File: config.mk
export PLATFORM = sky130hd
export DESIGN_NAME = sar_controller
export DESIGN_NICKNAME = d
export VERILOG_FILES = /design/src/rtl/sar_pkg.sv /design/src/rtl/sar_avg_accum.sv /design/src/rtl/sar_controller.sv
export SDC_FILE = /design/constraint.sdc
export NUM_CORES = 1
export LEC_CHECK = 0
export BUFFER_PORTS_ARGS = -buffer_cell sky130_fd_sc_hd__buf_2
export CAP_MARGIN = 10
export CORE_ASPECT_RATIO = 1.75
export CORE_MARGIN = 2
export CORE_UTILIZATION = 52
export DETAILED_ROUTE_END_ITERATION = 6
export PLACE_DENSITY = 0.76
export SLEW_MARGIN = 20
export SYNTH_ARGS = -nofsm -noshare
export SYNTH_HDL_FRONTEND = slang
export SYNTH_SLANG_ARGS = --single-unit
File: constraint.sdc
create_clock -name clock -period 1.8 [get_ports clock]
set_input_delay 0.09 -clock clock [delete_from_list [all_inputs] [get_ports clock]]
set_output_delay 0.09 -clock clock [all_outputs]
set_load 0.1 [all_outputs]
File: src/rtl/sar_pkg.sv
// Shared types and limits for the SAR conversion sequencer.
package sar_pkg;

  localparam int SAR_MAX_AVG_LOG2 = 6;

  typedef enum logic [2:0] {
    S_IDLE,
    S_SAMPLE,
    S_STROBE,
    S_DECIDE,
    S_ACC,
    S_DONE
  } sar_state_t;

endpackage

File: src/rtl/sar_avg_accum.sv
// Oversampling accumulator: sums per-conversion codes, counts conversions
// and presents the truncated mean of the summed codes.
module sar_avg_accum
  import sar_pkg::*;
#(
  parameter int NBITS     = 8,
  parameter int NAVG_LOG2 = 0
) (
  input  logic             clock,
  input  logic             reset,
  input  logic             clear_i,
  input  logic             add_i,
  input  logic [NBITS-1:0] code_i,
  output logic             last_o,
  output logic [NBITS-1:0] avg_o
);

  localparam int AW = NBITS + NAVG_LOG2;
  localparam int CW = SAR_MAX_AVG_LOG2 + 1;
  localparam logic [CW-1:0] LAST_CNT = CW'((1 << NAVG_LOG2) - 1);

  logic [AW-1:0] acc_q, acc_d;
  logic [CW-1:0] cnt_q, cnt_d;

  always_comb begin
    acc_d = acc_q;
    cnt_d = cnt_q;
    if (clear_i) begin
      acc_d = '0;
      cnt_d = '0;
    end else if (add_i) begin
      acc_d = acc_q + AW'(code_i);
      cnt_d = cnt_q + CW'(1);
    end
  end

  always_ff @(posedge clock) begin
    if (reset) begin
      acc_q <= '0;
      cnt_q <= '0;
    end else begin
      acc_q <= acc_d;
      cnt_q <= cnt_d;
    end
  end

  // last_o is sampled while the final add is in flight, so it tests the pre-add count.
  assign last_o = (cnt_q == LAST_CNT);
  assign avg_o  = NBITS'(acc_q >> NAVG_LOG2);

endmodule

File: src/rtl/sar_controller.sv
// SAR conversion sequencer: sample, MSB-first binary search with strobed
// comparator decisions, optional oversampling average, one result per start.
module sar_controller
  import sar_pkg::*;
#(
  parameter int NBITS     = 8,
  parameter int NSAMPLE   = 2,
  parameter int NAVG_LOG2 = 0
) (
  input  logic             clock,
  input  logic             reset,
  input  logic             start,
  output logic             ready,
  output logic [NBITS-1:0] data,
  output logic             data_valid,
  output logic             cmp_err,
  output logic             ms_sar_clock,
  output logic             ms_sar_sample,
  output logic [NBITS-1:0] ms_sar_sw,
  output logic [NBITS-1:0] ms_sar_swb,
  input  logic             ms_sar_dh,
  input  logic             ms_sar_dl,
  input  logic             ms_sar_rdy
);

  localparam int BW  = (NBITS > 1) ? $clog2(NBITS) : 1;
  localparam int SMW = (NSAMPLE > 1) ? $clog2(NSAMPLE) : 1;
  localparam logic [NBITS-1:0] MSB_BIT = NBITS'(1) << (NBITS - 1);

  sar_state_t       state_q;
  logic             ready_q, valid_q, err_q, sclk_q, sample_q;
  logic [NBITS-1:0] data_q, sw_q, swb_q, code_q;
  logic [BW-1:0]    bit_q, bit_m1;
  logic [SMW-1:0]   smp_q;
  logic [NBITS-1:0] code_d, trial_d;
  logic             keep, acc_clear, acc_add, acc_last;
  logic [NBITS-1:0] acc_avg;

  // sw_q holds the current trial during DECIDE, so keeping the bit means adopting sw_q.
  always_comb begin
    keep    = ms_sar_dl & ~ms_sar_dh;
    code_d  = keep ? sw_q : code_q;
    bit_m1  = bit_q - BW'(1);
    trial_d = code_d | (NBITS'(1) << bit_m1);
  end

  assign acc_clear = (state_q == S_IDLE) && start && ready_q;
  assign acc_add   = (state_q == S_ACC);

  sar_avg_accum #(
    .NBITS    (NBITS),
    .NAVG_LOG2(NAVG_LOG2)
  ) u_avg (
    .clock  (clock),
    .reset  (reset),
    .clear_i(acc_clear),
    .add_i  (acc_add),
    .code_i (code_q),
    .last_o (acc_last),
    .avg_o  (acc_avg)
  );

  always_ff @(posedge clock) begin
    if (reset) begin
      state_q  <= S_IDLE;
      ready_q  <= 1'b0;
      valid_q  <= 1'b0;
      err_q    <= 1'b0;
      sclk_q   <= 1'b0;
      sample_q <= 1'b0;
      data_q   <= '0;
      sw_q     <= '0;
      swb_q    <= '1;
      code_q   <= '0;
      bit_q    <= '0;
      smp_q    <= '0;
    end else begin
      valid_q <= 1'b0;
      unique case (state_q)
        S_IDLE: begin
          if (start && ready_q) begin
            state_q  <= S_SAMPLE;
            ready_q  <= 1'b0;
            err_q    <= 1'b0;
            sample_q <= 1'b1;
            smp_q    <= SMW'(NSAMPLE - 1);
          end else begin
            ready_q <= ms_sar_rdy;
          end
        end
        S_SAMPLE: begin
          if (smp_q == '0) begin
            state_q  <= S_STROBE;
            sample_q <= 1'b0;
            code_q   <= '0;
            bit_q    <= BW'(NBITS - 1);
            sw_q     <= MSB_BIT;
            swb_q    <= ~MSB_BIT;
            sclk_q   <= 1'b1;
          end else begin
            smp_q <= smp_q - SMW'(1);
          end
        end
        S_STROBE: begin
          state_q <= S_DECIDE;
          sclk_q  <= 1'b0;
        end
        S_DECIDE: begin
          code_q <= code_d;
          if (ms_sar_dh == ms_sar_dl) err_q <= 1'b1;
          if (bit_q == '0) begin
            state_q <= S_ACC;
          end else begin
            state_q <= S_STROBE;
            bit_q   <= bit_m1;
            sw_q    <= trial_d;
            swb_q   <= ~trial_d;
            sclk_q  <= 1'b1;
          end
        end
        S_ACC: begin
          sw_q  <= '0;
          swb_q <= '1;
          if (acc_last) begin
            state_q <= S_DONE;
          end else begin
            state_q  <= S_SAMPLE;
            sample_q <= 1'b1;
            smp_q    <= SMW'(NSAMPLE - 1);
          end
        end
        S_DONE: begin
          data_q  <= acc_avg;
          valid_q <= 1'b1;
          ready_q <= ms_sar_rdy;
          state_q <= S_IDLE;
        end
        default: state_q <= S_IDLE;
      endcase
    end
  end

  assign ready         = ready_q;
  assign data          = data_q;
  assign data_valid    = valid_q;
  assign cmp_err       = err_q;
  assign ms_sar_clock  = sclk_q;
  assign ms_sar_sample = sample_q;
  assign ms_sar_sw     = sw_q;
  assign ms_sar_swb    = swb_q;

  a_sw_excl: assert property (@(posedge clock) (ms_sar_sw & ms_sar_swb) == '0);

endmodule

-- Word level (Yosys, flattened, before mapping)
Index checks and enable logic that the tools add are counted.
- shifts and indexed selects: 1
- add/sub/neg operators: 4
- eq/ne operators: 11
- reduce and logical (&&, ||, !) cells: 21
- mux-type cells: 32
- bitwise logic cells: 4
- operators by type and width (operator ; count):
    $mux W8 ; 6
    $pmux W8 S3 ; 2
    $mux W3 ; 6
    $pmux W8 S2 ; 1
    $pmux W3 S5 ; 1
    $reduce_and A3 Y1 ; 5
    $mux W1 ; 10
    $pmux W1 S3 ; 3
    $reduce_bool A3 Y1 ; 3
    $add A8 B8 Y8 ; 1
    $ne A2 B2 Y1 const B ; 4
    $not A8 Y8 ; 1
    $or A8 B8 Y8 ; 1
    $shl A1 B3 Y8 const A ; 1
    $add A7 B1 Y7 const B ; 1
    $logic_not A7 Y1 ; 1
    $eq A3 B2 Y1 const B ; 2
    $eq A3 B3 Y1 const B ; 2
    $logic_not A3 Y1 ; 2
    $pmux W3 S2 ; 1
    $reduce_bool A2 Y1 ; 3
    $pmux W1 S2 ; 2
    $reduce_and A2 Y1 ; 2
    $reduce_and A4 Y1 ; 1
    9 further kinds ; 11
- logic and storage cells: 87
- bits in registers: 59

-- Longest topological paths before layout
- depth in word-level cells: 7
- mapped depth: 9
- gate-level depth less buffers: 9

-- Modules after synthesis
A second synthesis with hierarchy kept.
- cell total of the unflattened synthesis: 343
- area total of the unflattened synthesis: 2985.4 um^2
- modules (own cells, without submodules) (module ; area an instance (um^2) ; instances ; cells an instance):
    sar_controller ; 2042.0 ; 1 ; 233
    sar_avg_accum ; 943.4 ; 1 ; 110

-- Worst setup path before layout
Ideal clock, no wire load.
- path type: register to register
- start point: register ready_q, in the netlist ready
- end point: register err_q, in the netlist cmp_err
- required time: 1.672 ns
- period minus slack after synthesis: 2.106 ns
- arrival: 1.978 ns
- cell stages (with the launch flop): 7
- slack: -0.306 ns
- path buffers: 2
- cell sequence: dfxtp_1 > nand2_1 > nor2_1 > a21o_1 > clkbuf_1 > buf_1 > nor2_1
- word-level cells in the longest chain between the ends: 3
- RTL lines (what ; line ; source):
    from (decl) ; sar_controller.sv:31 ; logic ready_q, valid_q, err_q, sclk_q, sample_q;
    from (signal assigned) ; sar_controller.sv:88 ; ready_q <= ms_sar_rdy;
    from (signal assigned) ; sar_controller.sv:135 ; ready_q <= ms_sar_rdy;
    $logic_and A1 B1 Y1 ; sar_controller.sv:81 ; if (start && ready_q) begin
    $ne A2 B1 Y1 (no line) ; -- ;
    $reduce_and A3 Y1 (no line) ; -- ;
    to (signal assigned) ; sar_controller.sv:68 ; err_q <= 1'b0;
    to (signal assigned) ; sar_controller.sv:84 ; err_q <= 1'b0;
    to (signal assigned) ; sar_controller.sv:110 ; if (ms_sar_dh == ms_sar_dl) err_q <= 1'b1;
    to (decl) ; sar_controller.sv:31 ;
No other way between the ends.
A chain may end at the register's enable or synchronous reset.

-- Final worst setup path
- start point: register u_avg.acc_q[4], in the netlist u_avg.avg_o[4]
- end point: register u_avg.acc_q[7], in the netlist u_avg.avg_o[7]
- word-level cells in the longest chain between the ends: 1
- RTL lines (what ; line ; source):
    from (decl) ; sar_avg_accum.sv:22 ; logic [AW-1:0] acc_q, acc_d;
    from (signal assigned) ; sar_avg_accum.sv:39 ; acc_q <= '0;
    from (signal assigned) ; sar_avg_accum.sv:42 ; acc_q <= acc_d;
    $add A8 B8 Y8 ; sar_avg_accum.sv:32 ; acc_d = acc_q + AW'(code_i);
No other way between the ends.

==> results.py <==
metrics = {
    "yosys": {
        "syn_avg_cell_area_um2": 8.18,
        "yosysWarnings": 0,
        "syn_nets": 368,
        "synth.distinct_cells": 43,
        "syn_inst": 346,
        "ys_seq_elements": 59,
        "ys_seq_area_frac": 0.417,
        "syn_area_mm2": 0.00283,
    },
    "global_routing": {
        "grt_max_degree": 29,
        "top_usage_layer": "met2",
        "grtUsageMet1": 0.242,
        "grt_overflow_total": 0,
        "grt_pass1_vias": 2500,
        "grt_util_met2": 0.416,
        "track_usage": 0.238,
        "grt_pass1_wl_um": 10900,
        "grt_use_met3": 0.0575,
        "antenna_found_initial": 0,
    },
    "drt": {
        "drc": 0,
        "routed_via_density": 5.67,
        "drt_iter0_drc": 107,
        "num_vias": 2602,
        "wl_per_cell_um": 14.7,
        "first_pass_iters": 4,
        "ant_nets": 0,
        "drt-total-wl_um": 6760,
    },
    "clock_network": {
        "cts_max_level": 3,
        "clock_path_buffers": 2,
        "clkSlewWorstSetupHoldPaths_ns": 0.07,
        "cts_setup_buffers": 0,
        "ctsHoldBuffers": 0,
        "root_buffer": "clkbuf_8",
        "clock_sinks": 59,
        "insertion_delay_ns": 0.35,
        "numCtsBuffers": 9,
        "cts_tree": "yes",
    },
    "sta": {
        "relSlewSlack": 0.673,
        "rsz0062_at_grt": "yes",
        "setup_tns_ns": 0,
        "worst_pin_slew_ns": 0.494,
        "fin_skew_ns": 0.00978,
        "period_share": 0.970,
        "fin_hold_ws_ns": 0.0681,
        "max_freq_mhz": 573,
        "finalSetupViolCount": 0,
        "hold_viol": 0,
        "finalMaxSlewViolations": 0,
        "post-route-min-period_ns": 1.75,
    },
    "worst_setup_path": {
        "r2r_cells": 7,
        "cp.required_ns": 2.08,
        "worstSetupPathType": "flop to flop",
        "critPathMaxFanout": 3,
        "cp.arrival_ns": 2.03,
        "cp-start-kind": "flop",
        "endpoint_kind": "flop",
    },
    "power_and_ir_drop": {
        "power_mw": 4.65,
        "power.density_mw_per_mm2": 1310,
        "irDropWorstVdd_uv": 1690,
        "p_leak_nw": 1.44,
    },
    "place": {
        "globalplace.congestion": 0.854,
        "dp_hpwl_um": 4810,
        "portBuffers": 34,
        "dpl_cell_area_mm2": 0.00320,
    },
    "final_layout": {
        "area_growth_pct": 25.6,
        "nets": 421,
        "multiInputGateArea_mm2": 0.00166,
        "mostFrequentLayoutCells": "50 x dfxtp_1, 45 x nand2_1, 43 x nor2_1",
        "seqCellArea_mm2": 0.00119,
        "final_common_cell": "dfxtp_1",
        "drive_gt1_frac": 0.304,
        "nFillCells": 435,
        "n_antenna_cell": 0,
        "final_area_mm2": 0.00356,
    },
    "floorplan": {
        "chipHeight_um": 102,
        "die_w_um": 59.8,
        "core_area_mm2": 0.00526,
        "initial_core_util": 0.539,
        "ios": 35,
        "dieArea_mm2": 0.00607,
        "rows": 35,
    },
    "hold_path": {
        "hold_depth": 4,
        "hp-class": "input pin to flop",
    },
    "outcome": {
        "status": "complete, no violations",
    },
    "job": {
        "cap_viol_max_count": 0,
    },
}
[per-stage QoR]
stage / utilization / setup WS [ns] / instances
2_1_floorplan: - / 0.0384 / 346
5_1_grt: 0.677 / -0.00899 / 459
6_report: 0.677 / 0.0547 / 459
3_5_place_dp: 0.609 / -0.0242 / 443
3_3_place_gp: 0.609 / 0.0409 / 443
4_1_cts: 0.653 / 0.00175 / 459
[metal layers]
| layer | part of all wire | vias to the layer above | wire length (µm) |
|---|---|---|---|
| li1 | - | 1287 | - |
| met1 | 0.39 | 1229 | 2620 |
| met2 | 0.54 | 62 | 3660 |
| met3 | 0.039 | 24 | 261 |
| met4 | 0.032 | 0 | 219 |
| met5 | 0 | - | 0 |
[logic make-up after synthesis]
family	share of synthesized area
xor gates and xnor gates	0.0279
adders and majority gates	0.0734
muxes	0.0354
AOI/OAI and AO/OA	0.185
DFF	0.417
buffers and inverters	0.0416
and+or+nand+nor	0.220
[power by group]
part           internal (mW)  switching (mW)  leakage (nW)
Combinational          0.627            1.21         0.854
Sequential              1.43          0.0971         0.482
Clock                  0.747           0.543         0.108
[timing repair]
action	4_1_cts	5_1_grt
gates resized for setup	2	37
endpoints found under the setup margin	1	28
pin swaps	0	5
[registers in the layout, indices dropped and copies added (netlist names)]
name and cells:
data_valid 1, smp_q 1, cmp_err 1, ready 1, ms_sar_clock 1, ms_sar_swb 8
u_avg.avg_o 8, data 8, bit_q 3, ms_sar_sw 8, u_avg.cnt_q 7, state_q 3
ms_sar_sample 1, code_q 8
[worst paths after layout]
path | start | end | slack [ns]
max | u_avg.avg_o[4] | u_avg.avg_o[7] | 0.05
min | ms_sar_dl | cmp_err | 0.07
max reg2reg | u_avg.avg_o[4] | u_avg.avg_o[7] | 0.05
min reg2reg | data[5] | data[5] | 0.45
[worst max-delay path, stage by stage (launching register included)]
cell	delay, ns
dfxtp_2	0.35
ha_4	0.24
a21o_1	0.17
a31o_2	0.26
a21oi_2	0.11
xor2_1	0.09
or3_1	0.32
a21oi_1	0.15
[final cells by class]
cell class | count | share of cell area
multi-input combinational | 257 | 0.468
sequential | 59 | 0.335
timing repair buffer | 62 | 0.107
clock buffer | 12 | 0.0464
tap | 55 | 0.0194
clock inverter | 4 | 0.0134
inverter | 10 | 0.0106
[synth_stat cells (all sizes together)]
| cell | count | area (µm²) |
|---|---|---|
| inv | 10 | 37.5 |
| nor4 | 1 | 6.26 |
| nand2b | 4 | 25.0 |
| and2 | 4 | 25.0 |
| o21bai | 10 | 93.8 |
| or3 | 2 | 12.5 |
| buf | 5 | 23.8 |
| o21a | 1 | 7.51 |
| dfxtp | 59 | 1180 |
| a21oi | 52 | 272 |
| a211oi | 2 | 15.0 |
| ha | 15 | 188 |
| a31o | 1 | 8.76 |
| fa | 1 | 20.0 |
| a21o | 3 | 22.5 |
| a22oi | 1 | 7.51 |
| xor2 | 7 | 61.3 |
| and3b | 1 | 8.76 |
| nand3b | 1 | 7.51 |
| or4b | 1 | 10.0 |
| nor2 | 43 | 161 |
| nand4 | 2 | 12.5 |
| a2bb2oi | 1 | 8.76 |
| nand3 | 16 | 80.1 |
| a311oi | 2 | 17.5 |
| nor2b | 8 | 57.6 |
| or2 | 2 | 12.5 |
| a2111oi | 1 | 8.76 |
| and4 | 1 | 8.76 |
| o21ai | 11 | 55.1 |
| xnor2 | 2 | 17.5 |
| mux2i | 10 | 100 |
| clkbuf | 15 | 56.3 |
| a31oi | 1 | 6.26 |
| nor3 | 5 | 25.0 |
| nand2 | 45 | 169 |
No activity file was read; power rests on OpenSTA's default activity.
